`src/rtl/clock_tick_sched_if.sv`:
```
// Control and status bundle between the start-strobe scheduler and its user.
interface clock_tick_sched_if #(
  parameter int PEND_W = 3
);
  logic              run;
  logic              step;
  logic              start_200ms;
  logic              start_odd;
  logic              start_400ms;
  logic              busy;
  logic [PEND_W-1:0] pending;
  logic              overrun;

  modport master (
    output run, step,
    input  start_200ms, start_odd, start_400ms, busy, pending, overrun
  );

  modport slave (
    input  run, step,
    output start_200ms, start_odd, start_400ms, busy, pending, overrun
  );
endinterface

```
`src/rtl/clock_tick_sched.sv`:
```
// Prescaled 200 ms tick scheduler issuing guarded start strobes for the clock render path.
// Optional `CLOCK_TICK_SCHED_STEP_EN: when defined, bus.step injects manual advance events.
module clock_tick_sched #(
  parameter int TICK_CYCLES  = 5000000,
  parameter int GUARD_CYCLES = 2800,
  parameter int PEND_W       = 3
) (
  input  logic              clk,
  input  logic              reset,
  clock_tick_sched_if.slave bus
);
  localparam int CNT_W = $clog2(TICK_CYCLES);
  localparam int GRD_W = (GUARD_CYCLES > 1) ? $clog2(GUARD_CYCLES) : 1;
  localparam int SUM_W = PEND_W + 2;
  localparam logic [CNT_W-1:0]  TICK_LAST  = CNT_W'(TICK_CYCLES - 1);
  localparam logic [GRD_W-1:0]  GUARD_LOAD = GRD_W'(GUARD_CYCLES - 1);
  localparam logic [PEND_W-1:0] PEND_MAX   = '1;

  typedef enum logic {IDLE, GUARD} state_t;

  state_t            state_q, state_d;
  logic [CNT_W-1:0]  count_q;
  logic [2:0]        phase_q;
  logic [GRD_W-1:0]  guard_q, guard_d;
  logic [PEND_W-1:0] pending_q, pending_d;
  logic              redraw_q, redraw_d;
  logic              parity_q;
  logic              overrun_q;
  logic              start_200ms_q, start_odd_q, start_400ms_q;
  logic              tick, tick_adv, tick_redraw, step_adv;
  logic [1:0]        arrivals;
  logic              issue_adv, issue_redraw, pend_full;
  logic [SUM_W-1:0]  pend_sum;

  assign tick        = bus.run && (count_q == TICK_LAST);
  assign tick_adv    = tick && (phase_q == 3'd0);
  assign tick_redraw = tick && (phase_q == 3'd2);

`ifdef CLOCK_TICK_SCHED_STEP_EN
  assign step_adv = bus.step;
`else
  logic step_unused;
  assign step_unused = bus.step;
  assign step_adv    = 1'b0;
`endif

  assign arrivals = {1'b0, tick_adv} + {1'b0, step_adv};

  always_ff @(posedge clk or negedge reset) begin
    if (!reset) begin
      count_q <= '0;
      phase_q <= 3'd0;
    end else if (bus.run) begin
      if (tick) begin
        count_q <= '0;
        phase_q <= (phase_q == 3'd4) ? 3'd0 : phase_q + 3'd1;
      end else begin
        count_q <= count_q + CNT_W'(1);
      end
    end
  end

  // Queued advances win over a pending redraw; the queue sum includes same-cycle arrivals.
  always_comb begin
    state_d      = state_q;
    guard_d      = guard_q;
    issue_adv    = 1'b0;
    issue_redraw = 1'b0;
    case (state_q)
      IDLE: begin
        if ((pending_q != '0) || (arrivals != 2'd0)) begin
          issue_adv = 1'b1;
          guard_d   = GUARD_LOAD;
          state_d   = GUARD;
        end else if (redraw_q || tick_redraw) begin
          issue_redraw = 1'b1;
          guard_d      = GUARD_LOAD;
          state_d      = GUARD;
        end
      end
      GUARD: begin
        if (guard_q == '0) begin
          state_d = IDLE;
        end else begin
          guard_d = guard_q - GRD_W'(1);
        end
      end
      default: state_d = IDLE;
    endcase
  end

  always_comb begin
    pend_sum  = SUM_W'(pending_q) + SUM_W'(arrivals) - SUM_W'(issue_adv);
    pend_full = pend_sum > SUM_W'(PEND_MAX);
    pending_d = pend_full ? PEND_MAX : pend_sum[PEND_W-1:0];
    redraw_d  = (issue_adv || issue_redraw) ? 1'b0 : (redraw_q || tick_redraw);
  end

  // Redraw flag comes out of reset set so the display gets an initial draw.
  always_ff @(posedge clk or negedge reset) begin
    if (!reset) begin
      state_q       <= IDLE;
      guard_q       <= '0;
      pending_q     <= '0;
      redraw_q      <= 1'b1;
      parity_q      <= 1'b0;
      overrun_q     <= 1'b0;
      start_200ms_q <= 1'b0;
      start_odd_q   <= 1'b0;
      start_400ms_q <= 1'b0;
    end else begin
      state_q       <= state_d;
      guard_q       <= guard_d;
      pending_q     <= pending_d;
      redraw_q      <= redraw_d;
      overrun_q     <= overrun_q | pend_full;
      start_200ms_q <= issue_adv & ~parity_q;
      start_odd_q   <= issue_adv & parity_q;
      start_400ms_q <= issue_redraw;
      if (issue_adv) begin
        parity_q <= ~parity_q;
      end
    end
  end

  assign bus.start_200ms = start_200ms_q;
  assign bus.start_odd   = start_odd_q;
  assign bus.start_400ms = start_400ms_q;
  assign bus.busy        = (state_q == GUARD);
  assign bus.pending     = pending_q;
  assign bus.overrun     = overrun_q;
endmodule
```
`src/flat_wrapper.sv`:
```
// flat-port wrapper written by rule: the top's interface ports become plain ports
module clock_tick_sched_flat 
#(
  parameter int TICK_CYCLES  = 5000000,
  parameter int GUARD_CYCLES = 2800,
  parameter int PEND_W       = 3
)
  (clk, reset, bus_run, bus_step, bus_start_200ms, bus_start_odd, bus_start_400ms, bus_busy, bus_pending, bus_overrun);
  clock_tick_sched_if #(.PEND_W(PEND_W)) bus_i ();
  input  logic clk;
  input  logic reset;
  input wire logic [$bits(bus_i.run)-1:0] bus_run;
  input wire logic [$bits(bus_i.step)-1:0] bus_step;
  output wire logic [$bits(bus_i.start_200ms)-1:0] bus_start_200ms;
  output wire logic [$bits(bus_i.start_odd)-1:0] bus_start_odd;
  output wire logic [$bits(bus_i.start_400ms)-1:0] bus_start_400ms;
  output wire logic [$bits(bus_i.busy)-1:0] bus_busy;
  output wire logic [$bits(bus_i.pending)-1:0] bus_pending;
  output wire logic [$bits(bus_i.overrun)-1:0] bus_overrun;
  assign bus_i.run = bus_run;
  assign bus_i.step = bus_step;
  assign bus_start_200ms = bus_i.start_200ms;
  assign bus_start_odd = bus_i.start_odd;
  assign bus_start_400ms = bus_i.start_400ms;
  assign bus_busy = bus_i.busy;
  assign bus_pending = bus_i.pending;
  assign bus_overrun = bus_i.overrun;
  clock_tick_sched #(.TICK_CYCLES(TICK_CYCLES), .GUARD_CYCLES(GUARD_CYCLES), .PEND_W(PEND_W)) u_core (.clk(clk), .reset(reset), .bus(bus_i));
endmodule
```
`config.mk`:
```
export PLATFORM = sky130hd
export DESIGN_NAME = clock_tick_sched_flat
export DESIGN_NICKNAME = d
export VERILOG_FILES = /design/src/rtl/clock_tick_sched_if.sv /design/src/rtl/clock_tick_sched.sv /design/src/flat_wrapper.sv
export SDC_FILE = /design/constraint.sdc
export NUM_CORES = 1
export LEC_CHECK = 0
export BUFFER_PORTS_ARGS = -buffer_cell sky130_fd_sc_hd__buf_4
export CAP_MARGIN = 20
export CORE_MARGIN = 10
export CORE_UTILIZATION = 45
export CTS_CLUSTER_DIAMETER = 80
export DETAILED_ROUTE_END_ITERATION = 10
export GPL_TIMING_DRIVEN = 0
export PLACE_DENSITY = 0.58
export RECOVER_POWER = 100
export SLEW_MARGIN = 20
export SYNTH_ARGS = -nofsm -noshare
export SYNTH_HDL_FRONTEND = slang
export SYNTH_SLANG_ARGS = --single-unit
```
`constraint.sdc`:
```
create_clock -name clk -period 8.1 [get_ports clk]
set_input_delay 0.405 -clock clk [delete_from_list [all_inputs] [get_ports clk]]
set_output_delay 0.405 -clock clk [all_outputs]
set_load 0.02 [all_outputs]
```
==> summary.md <==
| Metric | Value |
|---|---|
| Status | `finished, violations left` |
| Failing checks | `capacitance limit, slew limit` |
| Int Pwr | `0.000379 W` |
| Ys flop type | `dfrtp_1` |
| Initial antenna violation count | `0` |
| Hold Path Origin | `bus_run` |
| Pre-CTS WS | `4.90 ns` |
| Post-synth EDFFs | `0` |
| Endpoint class of the critical path | `flop` |
| HPWL Detailed | `3440 um` |
| Initial DRC count | `70` |
| CTS tree | `yes` |
| Synth area leaders | `dfrtp_1 45%, xnor2_1 6.4%, ha_1 4.4%` |
| MaxCap Viol Count | `1` |
| Area leader, netlist | `dfrtp_1` |
| Postcts setup bufs | `0` |
| Async SR Flop Fraction | `100%` |
| Tcrit/Tclk final | `41.7%` |
| Synth Instances | `254` |
| Combinational fraction of design power | `6.9%` |
| Worst EP arrival | `3.55 ns` |
| Tot GR Track Use | `11.7%` |
| Clock Power Share | `38.2%` |
| Max Fanout on Critical Path | `6` |
| Final Hold Fails | `0` |
| Core Footprint | `5540 sq um` |
| First-pass GRT wire length | `8630 um` |
| RSZ-0062 raised after global routing | `no` |
| CP dominant cell by count | `ha_1` |
| DRC violations left | `0` |
| Synthesized Nets | `267` |
| CTS Hold Bufs | `0` |
| Worst-path clk slew | `0.08 ns` |
| Fmax achieved | `296 MHz` |
| Antenna diodes | `0` |
| Most instantiated cells after synthesis | `47 x dfrtp_1, 24 x nor2_1, 22 x nand2_1` |
| Clock Skew | `0.00906 ns` |
| Worst slew pin tran | `2.56 ns` |
| Clk_lat worst skew | `0.30 ns` |
| GPL Wtd Cong | `0.806` |
| CP peak stage delay | `0.41 ns` |
| Io pins | `12` |
| I/O Buffers | `10` |
| Final setup violation count | `0` |
| Hold Crit Class | `primary input to flop` |
| Fill cells | `536` |
| Setup CP Type | `flop to flop` |
| Fin nets | `284` |
| Hold_ws | `0.348 ns` |
| Die height | `95.8 um` |
| Total CTS buffers | `5` |
| TNS Setup | `0 ns` |
| Flops & latches, synth | `48` |
| Sequential Power Share | `54.9%` |
| Number of global-route vias before repair | `1820` |
| Worst-case clock buffer depth | `2` |
| Layout cells sized above 1 | `7.35%` |
| Slew HR | `-70.5%` |
| H-Tree Depth | `2` |
| Worst-path cell with the longest stage delay | `dfrtp_1` |
| Top-count cell post-synth | `dfrtp_1` |
| Post-Syn Area per Cell | `10.2 sq um` |
| Die width | `95.8 um` |
| R2r setup slk | `4.73 ns` |
| Critical Path RT | `8.27 ns` |
| R2R depth | `13` |
| Vias | `1873` |
| Initial Util | `46.7%` |
| Leak Pwr | `1.23 nW` |
| Drt total wl | `4930 um` |
| Remaining Overflow, GRT | `0` |
| Power density over the cells | `176 nW/um^2` |
| Routed wire per std cell | `14.3 um` |
| Crit path buffers/inverters | `2` |
| Worst Setup Start Kind | `flop` |
| Pin count of the biggest net entering global routing | `49` |
| CP Cell Sequence | `ha_1 > nand4_1 > nor4_1 > and4_1 > clkbuf_1 > and3_1 > ha_1 > inv_1 > ha_1 > nor2b_1 > nand2_1 > o21ai_0 > nand2b_1` |
| Root Driver | `clkbuf_8` |
| Top cell family by delay on the critical path | `simple AND/OR/NAND/NOR gates` |
| WHS Endpoint | `u_core.count_q[1]` |
| FF-to-FF Start | `u_core.count_q[0]` |
| DIE AREA | `9180 sq um` |
| Reg-to-Reg End | `u_core.bus.overrun` |
| Drt pass-1 iters | `4` |
| Post-synthesis sequential area ratio | `46.5%` |
| Synthesis-to-layout area growth | `8.27%` |
| Crit path time final | `3.37 ns` |
| Count of pins over their slew limit | `49` |
| Hold depth | `2` |
| Post_cts resized | `0` |
| Worst vdd ir | `0.139 mV` |
| Synth cell types | `61` |
| Switching pwr | `0.000116 W` |
| Post-synthesis cell area | `2590 sq um` |
| Switching part of the total | `23.4%` |
| Post-synth top area share | `45.5%` |
| CTS sink count | `48` |
| Final worst slack | `4.73 ns` |
| Vias per inst | `5.44` |
| FP Rows | `27` |
| ANT nets after route | `0` |
| Warnings from Yosys | `0` |
| Final core occ | `50.6%` |
-- power by group through the flow --
stage / Sequential (W) / Clock (W) / Combinational (W)
6_report: 0.000272 / 0.000189 / 0.0000340
5_1_grt: 0.000275 / 0.000206 / 0.0000396
4_1_cts: 0.000272 / 0.000196 / 0.0000360
3_5_place_dp: 0.000277 / 0 / 0.0000358
3_3_place_gp: 0.000276 / 0 / 0.0000345
2_1_floorplan: 0.000272 / 0 / 0.0000257
-- routing by layer --
layer	track usage [%]	routed length, um	part of all wire (%)	vias to the layer above
met5	0	0	0	-
met4	4.42	81	1.6	0
met3	3.27	192	3.9	7
met2	18.3	2250	46	19
met1	15.0	2400	49	894
li1	-	-	-	953
-- cell families after synthesis --
group,count (synthesis),share of synthesized area (%)
adder cells (fa/ha/maj),9,4.35
flip-flops,48,46.5
XOR/XNOR,28,9.48
AND/OR/NAND/NOR,109,24.1
AO/OA/AOI/OAI,38,11.1
multiplexers,2,0.822
buffers and inverters,20,3.63
-- sequential cells by signal, indices dropped and copies added (netlist names) --
signal                  cells
u_core.count_q             23
u_core.guard_q             12
u_core.bus.pending          3
u_core.phase_q              3
u_core.bus.busy             1
u_core.bus.overrun          1
u_core.bus.start_200ms      1
u_core.bus.start_400ms      1
u_core.bus.start_odd        1
u_core.parity_q             1
u_core.redraw_q             1
-- cells in the final DEF (no fill, tap or decap), types with 3 or more instances in the layout --
master,instances
nor3_1,10
o211ai_1,4
ha_1,9
nor4_1,3
xnor2_1,19
clkbuf_8,7
nand3_1,7
clkbuf_1,13
inv_1,11
nand4_1,10
nand2_1,22
a21oi_1,5
xor2_1,9
o21ai_0,6
a2bb2oi_1,5
o22ai_1,3
nor2_1,25
dfrtp_1,47
and4_1,5
o41ai_1,3
and3_1,7
-- metrics by stage --
stage	total power, W	instance area [sq um]	instances
finish	0.000494	2800	344
detailed placement	0.000313	2750	336
CTS	0.000505	2880	344
global route	0.000520	2800	344
global placement	0.000310	2750	336
floorplan	0.000298	2590	254
-- worst max-delay path by stage --
| stage | startpoint | end | slack, ns | depth (start not counted) |
|---|---|---|---|---|
| CTS | u_core.count_q[0] | u_core.bus.overrun | 4.89 | 13 |
| detailed placement | u_core.count_q[0] | u_core.bus.overrun | 4.90 | 13 |
| global route | u_core.count_q[0] | u_core.bus.overrun | 4.34 | 13 |
| floorplan | u_core.count_q[0] | u_core.bus.overrun | 5.36 | 14 |
| global placement | u_core.count_q[0] | u_core.bus.pending[2] | 4.98 | 13 |
| finish | u_core.count_q[0] | u_core.bus.overrun | 4.73 | 13 |
-- layout make-up --
type	count	area [sq um]	share of cell area, %
Tap cell	72	90.1	3.22
Clock buffer	7	96.3	3.44
Inverter	13	48.8	1.74
Clock inverter	1	30.0	1.07
Buffer	7	36.3	1.30
Multi-Input combinational cell	186	1260	44.8
Sequential cell	48	1200	42.9
Timing Repair Buffer	10	41.3	1.47
-- worst register-to-register path, delay by kind of cell, from the launching register on --
family                     cells  cell delay [ns]
AOI/OAI and AO/OA              1             0.40
DFF                            1             0.41
adders and majority gates      3             0.58
and+or+nand+nor                7             1.54
buffers and inverters          2             0.34
No activity file was read; power rests on OpenSTA's default activity.
